[src/rtl/control_if.sv]
// Host/datapath-facing signal bundle of the divider sequencer.
// The slave side is the sequencer itself; the master side is the host/datapath.
interface control_if;
  logic Req;
  logic nBorrow;
  logic nZ;
  logic Test;
  logic SDI;
  logic Load;
  logic LoadAcc;
  logic ShiftIn;
  logic LoadResult;
  logic Done;
  logic SDO;

  modport slave (
    input  Req, nBorrow, nZ, Test, SDI,
    output Load, LoadAcc, ShiftIn, LoadResult, Done, SDO
  );

  modport master (
    output Req, nBorrow, nZ, Test, SDI,
    input  Load, LoadAcc, ShiftIn, LoadResult, Done, SDO
  );
endinterface

[src/rtl/control.sv]
// Restoring-divider sequencer: Req accepted in IDLE -> Load, 8 divide steps, LoadResult, Done (N+11).
// Four-phase handshake; Done is held until Req drops. Test=1 turns state+Count into a scan chain.
module control (
  input  logic     Clock,
  input  logic     Reset,
  control_if.slave bus
);

  typedef enum logic [2:0] {
    IDLE   = 3'b000,
    LOAD   = 3'b001,
    DIVIDE = 3'b010,
    RESULT = 3'b011,
    DONE   = 3'b100
  } state_t;

  state_t     state_q;
  state_t     state_d;
  logic [2:0] count_q;
  logic [2:0] count_d;

  // Scan order: SDI -> state[0] -> state[1] -> state[2] -> count[0] -> count[1] -> count[2] -> SDO.
  always_ff @(posedge Clock) begin
    if (Reset) begin
      state_q <= IDLE;
      count_q <= 3'd0;
    end else if (bus.Test) begin
      state_q <= state_t'({state_q[1:0], bus.SDI});
      count_q <= {count_q[1:0], state_q[2]};
    end else begin
      state_q <= state_d;
      count_q <= count_d;
    end
  end

  always_comb begin
    state_d = IDLE;
    case (state_q)
      IDLE:    state_d = bus.Req ? LOAD : IDLE;
      LOAD:    state_d = bus.nZ ? DIVIDE : RESULT;
      DIVIDE:  state_d = (count_q == 3'd7) ? RESULT : DIVIDE;
      RESULT:  state_d = DONE;
      DONE:    state_d = bus.Req ? DONE : IDLE;
      default: state_d = IDLE;
    endcase
  end

  always_comb begin
    count_d = count_q;
    case (state_q)
      LOAD:    count_d = 3'd0;
      DIVIDE:  count_d = count_q + 3'd1;
      default: count_d = count_q;
    endcase
  end

  // Only the divide-step strobes look at nBorrow; everything else is pure state decode.
  always_comb begin
    bus.Load       = 1'b0;
    bus.LoadAcc    = 1'b0;
    bus.ShiftIn    = 1'b0;
    bus.LoadResult = 1'b0;
    bus.Done       = 1'b0;
    if (!bus.Test) begin
      case (state_q)
        LOAD:   bus.Load = 1'b1;
        DIVIDE: begin
          bus.LoadAcc = bus.nBorrow;
          bus.ShiftIn = bus.nBorrow;
        end
        RESULT: bus.LoadResult = 1'b1;
        DONE:   bus.Done = 1'b1;
        default: begin
          bus.Load = 1'b0;
        end
      endcase
    end
  end

  assign bus.SDO = count_q[2];

endmodule

[src/flat_wrapper.sv]
// flat-port wrapper written by rule: the top's interface ports become plain ports
module control_flat 
  (Clock, Reset, bus_Req, bus_nBorrow, bus_nZ, bus_Test, bus_SDI, bus_Load, bus_LoadAcc, bus_ShiftIn, bus_LoadResult, bus_Done, bus_SDO);
  control_if bus_i ();
  input  logic Clock;
  input  logic Reset;
  input wire logic [$bits(bus_i.Req)-1:0] bus_Req;
  input wire logic [$bits(bus_i.nBorrow)-1:0] bus_nBorrow;
  input wire logic [$bits(bus_i.nZ)-1:0] bus_nZ;
  input wire logic [$bits(bus_i.Test)-1:0] bus_Test;
  input wire logic [$bits(bus_i.SDI)-1:0] bus_SDI;
  output wire logic [$bits(bus_i.Load)-1:0] bus_Load;
  output wire logic [$bits(bus_i.LoadAcc)-1:0] bus_LoadAcc;
  output wire logic [$bits(bus_i.ShiftIn)-1:0] bus_ShiftIn;
  output wire logic [$bits(bus_i.LoadResult)-1:0] bus_LoadResult;
  output wire logic [$bits(bus_i.Done)-1:0] bus_Done;
  output wire logic [$bits(bus_i.SDO)-1:0] bus_SDO;
  assign bus_i.Req = bus_Req;
  assign bus_i.nBorrow = bus_nBorrow;
  assign bus_i.nZ = bus_nZ;
  assign bus_i.Test = bus_Test;
  assign bus_i.SDI = bus_SDI;
  assign bus_Load = bus_i.Load;
  assign bus_LoadAcc = bus_i.LoadAcc;
  assign bus_ShiftIn = bus_i.ShiftIn;
  assign bus_LoadResult = bus_i.LoadResult;
  assign bus_Done = bus_i.Done;
  assign bus_SDO = bus_i.SDO;
  control u_core (.Clock(Clock), .Reset(Reset), .bus(bus_i));
endmodule
[config.mk]
export PLATFORM = sky130hd
export DESIGN_NAME = control_flat
export DESIGN_NICKNAME = d
export VERILOG_FILES = /design/src/rtl/control_if.sv /design/src/rtl/control.sv /design/src/flat_wrapper.sv
export SDC_FILE = /design/constraint.sdc
export NUM_CORES = 1
export LEC_CHECK = 0
export CAP_MARGIN = 5
export CORE_AREA = 2 2 39 41
export CTS_CLUSTER_DIAMETER = 50
export DETAILED_ROUTE_END_ITERATION = 6
export DIE_AREA = 0 0 41 43
export PLACE_DENSITY = 0.6
export SLEW_MARGIN = 20
export SYNTH_ARGS = -nofsm -noshare
export SYNTH_HDL_FRONTEND = slang
export SYNTH_SLANG_ARGS = --single-unit
[constraint.sdc]
create_clock -name Clock -period 1.6 [get_ports Clock]
set_input_delay 0.4 -clock Clock [delete_from_list [all_inputs] [get_ports Clock]]
set_output_delay 0.4 -clock Clock [all_outputs]
set_load 0.1 [all_outputs]
==> results.md <==
* Outcome: complete, but fails checks
* Violated checks: negative setup slack
* M1 WL at between 500 and 600 um
* Die area at between 0.0015 and 0.002 mm^2
* Critical path peak fanout at 2
* Yosys top cell by area: dfxtp_1
* Vias at about 450
* Worst Hold Class: flop to flop
* Antenna Violating Nets Remaining at 0
* TritonCTS clock tree: built
* Switching pwr at 0.178 mW
* Worst setup margin at -0.0978 ns
* Post-synthesis sequential area ratio at roughly a quarter
* Worst path required time at around 1.2 ns
* Endpoints failing hold at 0
* DRC at 0
* Period utilization at 106%
* Initial DRC Count at 5
* CP Launch Type: flop
* Synth Instances at 54
* Area of the multi-input gates at ~330 um^2
* # rows at 14
* First-pass GRT wire length at 1.90 mm
* WP data arrival at 1.30 ns
* Unrepaired setup endpoints after global routing: yes
* Clk Latency, worst-skew pair at 0.24 ns
* Initial antenna violation count at 0
* Tmin final at 1.70 ns
* Critical path endpoint category: primary output
* Met3 WL at 60 um
* Overall routed net length at 1.09 mm
* Die span in y at 43 um
* Synthesis-to-layout area growth at 67.6%
* Number of buffers created by CTS at 3
* Flop and latch count out of synthesis at 6
* Setup_tns at -0.286 ns
* Die Wd at ~41 um
* WS Path Type: flop to primary output
* Slew @ Worst Pin at slightly below 0.3 ns
* Net Count, Synth at between 60 and 70
* IR drop worst, VDD at between 0.5 and 0.6 mV
* Sequential share of power at approximately 34%
* Unique masters post-synth at 29
* Share of layout cells above drive strength 1 at between 40% and 50%
* Max Used Layer: met3
* Fill cells at between 100 and 150
* Starting Density at 33.2%
* Mapped Avg Cell Area at ~8.5 um^2
* Drt first pass iters at 4
* WL met2 at 524 um
* Slew Viols, Final at 0
* DP Wirelength at between 700 and 800 um
* Max H-tree Level at 1
* Synth Cell Area at 459 um^2
* Rel. slew slack at between 80 and 90%
* Area share of the largest cell type after synthesis at 26.2%
* Largest net degree at the start of global routing at 13
* Final hold slack at just over 0.5 ns
* PortBufs at 12
* Clock tree buffer depth at 2
* Max Fclk at 589 MHz
* Synth warn at 0
* CTS root buffer: clkbuf_4
* Final clock skew at ~0.0028 ns
* GPL Wtd Cong at roughly 0.7
* Synth area leaders: dfxtp_1 26%, ha_1 5.4%, nor4b_4 5.2%
* Final setup violating endpoints at 5
* Register area at around 130 um^2
* Leak pwr at ~0.29 nW
* I/O pin cnt at 13
* Logic pwr share at between 30% and 40%
* Cts hold-fix bufs at 0
* Sw Share at between 30% and 40%
* # nets final at 84
* Diodes inserted at 0
* Clock power share at about a quarter
* PD cells at about 680 mW/mm^2
* Clk sinks at 6
* Wirelength per Cell at about 12 um
* Vias in the first global route at 415
* Core area at roughly 0.0014 mm^2
* Gr usage total at about 16%
* GR Overflow Total at 0
* Vias per cell at 5.04
* Max cap viols at 0
* Clock transition at path regs at ~0.050 ns
* P_int at roughly 0.34 mW
-- synthesized netlist by cell type, drive strengths merged --
| library cell | n |
|---|---|
| o2bb2ai | 1 |
| nor4b | 3 |
| nor2b | 3 |
| dfxtp | 6 |
| a21oi | 3 |
| o311a | 1 |
| xnor2 | 1 |
| inv | 2 |
| nand2b | 2 |
| nor3 | 3 |
| ha | 2 |
| nor2 | 4 |
| o21bai | 1 |
| a211oi | 1 |
| o21ai | 4 |
| nand3 | 2 |
| buf | 6 |
| o211ai | 1 |
| nor3b | 1 |
| nand4 | 1 |
| nand2 | 4 |
| mux2 | 1 |
| a311oi | 1 |
-- through the flow --
step           power [mW]  utilization [%]  cell area (um^2)  worst slack, ns  std cells
6_report            0.521             55.6               769          -0.0978         89
3_5_place_dp        0.362             49.9               691           -0.434         83
3_3_place_gp        0.362             49.9               691           -0.409         83
5_1_grt             0.558             55.6               769           -0.170         89
4_1_cts             0.529             55.5               768           -0.102         89
2_1_floorplan       0.305                -               503           -0.802         54
-- cell type report --
type                    instances  share of cell area [%]
multi-input cells              40                    43.3
repair buffers                 22                    33.7
flip-flops and latches          6                    16.6
clock buffers                   3                    2.93
well taps                      16                    2.60
inverters                       2                   0.976
-- per-layer routing --
metal / GRT usage (%) / up-vias
met3: 7.85 / 0
met2: 21.6 / 12
met5: 0 / -
met4: 2.00 / 0
met1: 22.9 / 206
li1: - / 231
-- placed cells by master (no fill, tap or decap), types with 2 or more instances in the layout --
cell / instances
nand3_1: 2
nor2b_1: 3
buf_4: 9
ha_1: 2
nor2_1: 3
buf_12: 6
dfxtp_1: 2
o21ai_0: 4
nand2b_4: 2
clkdlybuf4s50_1: 4
nand2_1: 4
inv_1: 2
clkbuf_4: 3
dfxtp_2: 3
nor3_4: 2
a21oi_1: 3
nor4b_4: 2
-- sequential cells by signal (all words and copies together), names as in the netlist --
| register | flops |
|---|---|
| u_core.state_q | 3 |
| u_core.count_q | 3 |
-- repair_timing --
action | in CTS | in global routing
endpoints found under the setup margin | 5 | 5
pin swaps | 2 | 2
gates resized for setup | 12 | 1
setup buffers | 3 | 0
-- logic make-up after synthesis --
family	count (synthesis)	synth area share, %
AND/OR/NAND/NOR	23	33.2
multiplexers	1	2.45
XOR/XNOR	1	1.91
flip-flops	6	26.2
adder cells (fa/ha/maj)	2	5.45
buffers and inverters	8	12.3
AO/OA/AOI/OAI	13	18.5
-- power groups by stage --
stage | clock network, mW | registers (mW) | logic, mW
6_report | 0.139 | 0.177 | 0.205
5_1_grt | 0.157 | 0.179 | 0.222
4_1_cts | 0.147 | 0.176 | 0.205
3_5_place_dp | 0 | 0.176 | 0.186
3_3_place_gp | 0 | 0.176 | 0.186
2_1_floorplan | 0 | 0.184 | 0.121
-- worst paths after layout --
kind                            slack, ns  cells past startpoint         startpoint                end
worst min-delay path                 0.51                      2  u_core.count_q[0]  u_core.count_q[1]
worst max-delay path                 -0.1                      4  u_core.state_q[0]        bus_LoadAcc
worst min register to register       0.51                      2  u_core.count_q[0]  u_core.count_q[1]
worst max register to register       0.14                      5  u_core.count_q[0]  u_core.state_q[0]
-- worst max-delay path, cell delays in order, from the launching register on --
cell and delay, ns:
dfxtp_2 0.31, nand2b_4 0.15, nor4b_4 0.24, buf_4 0.17, buf_12 0.17
Note: power is estimated with default switching activity, not from simulation.
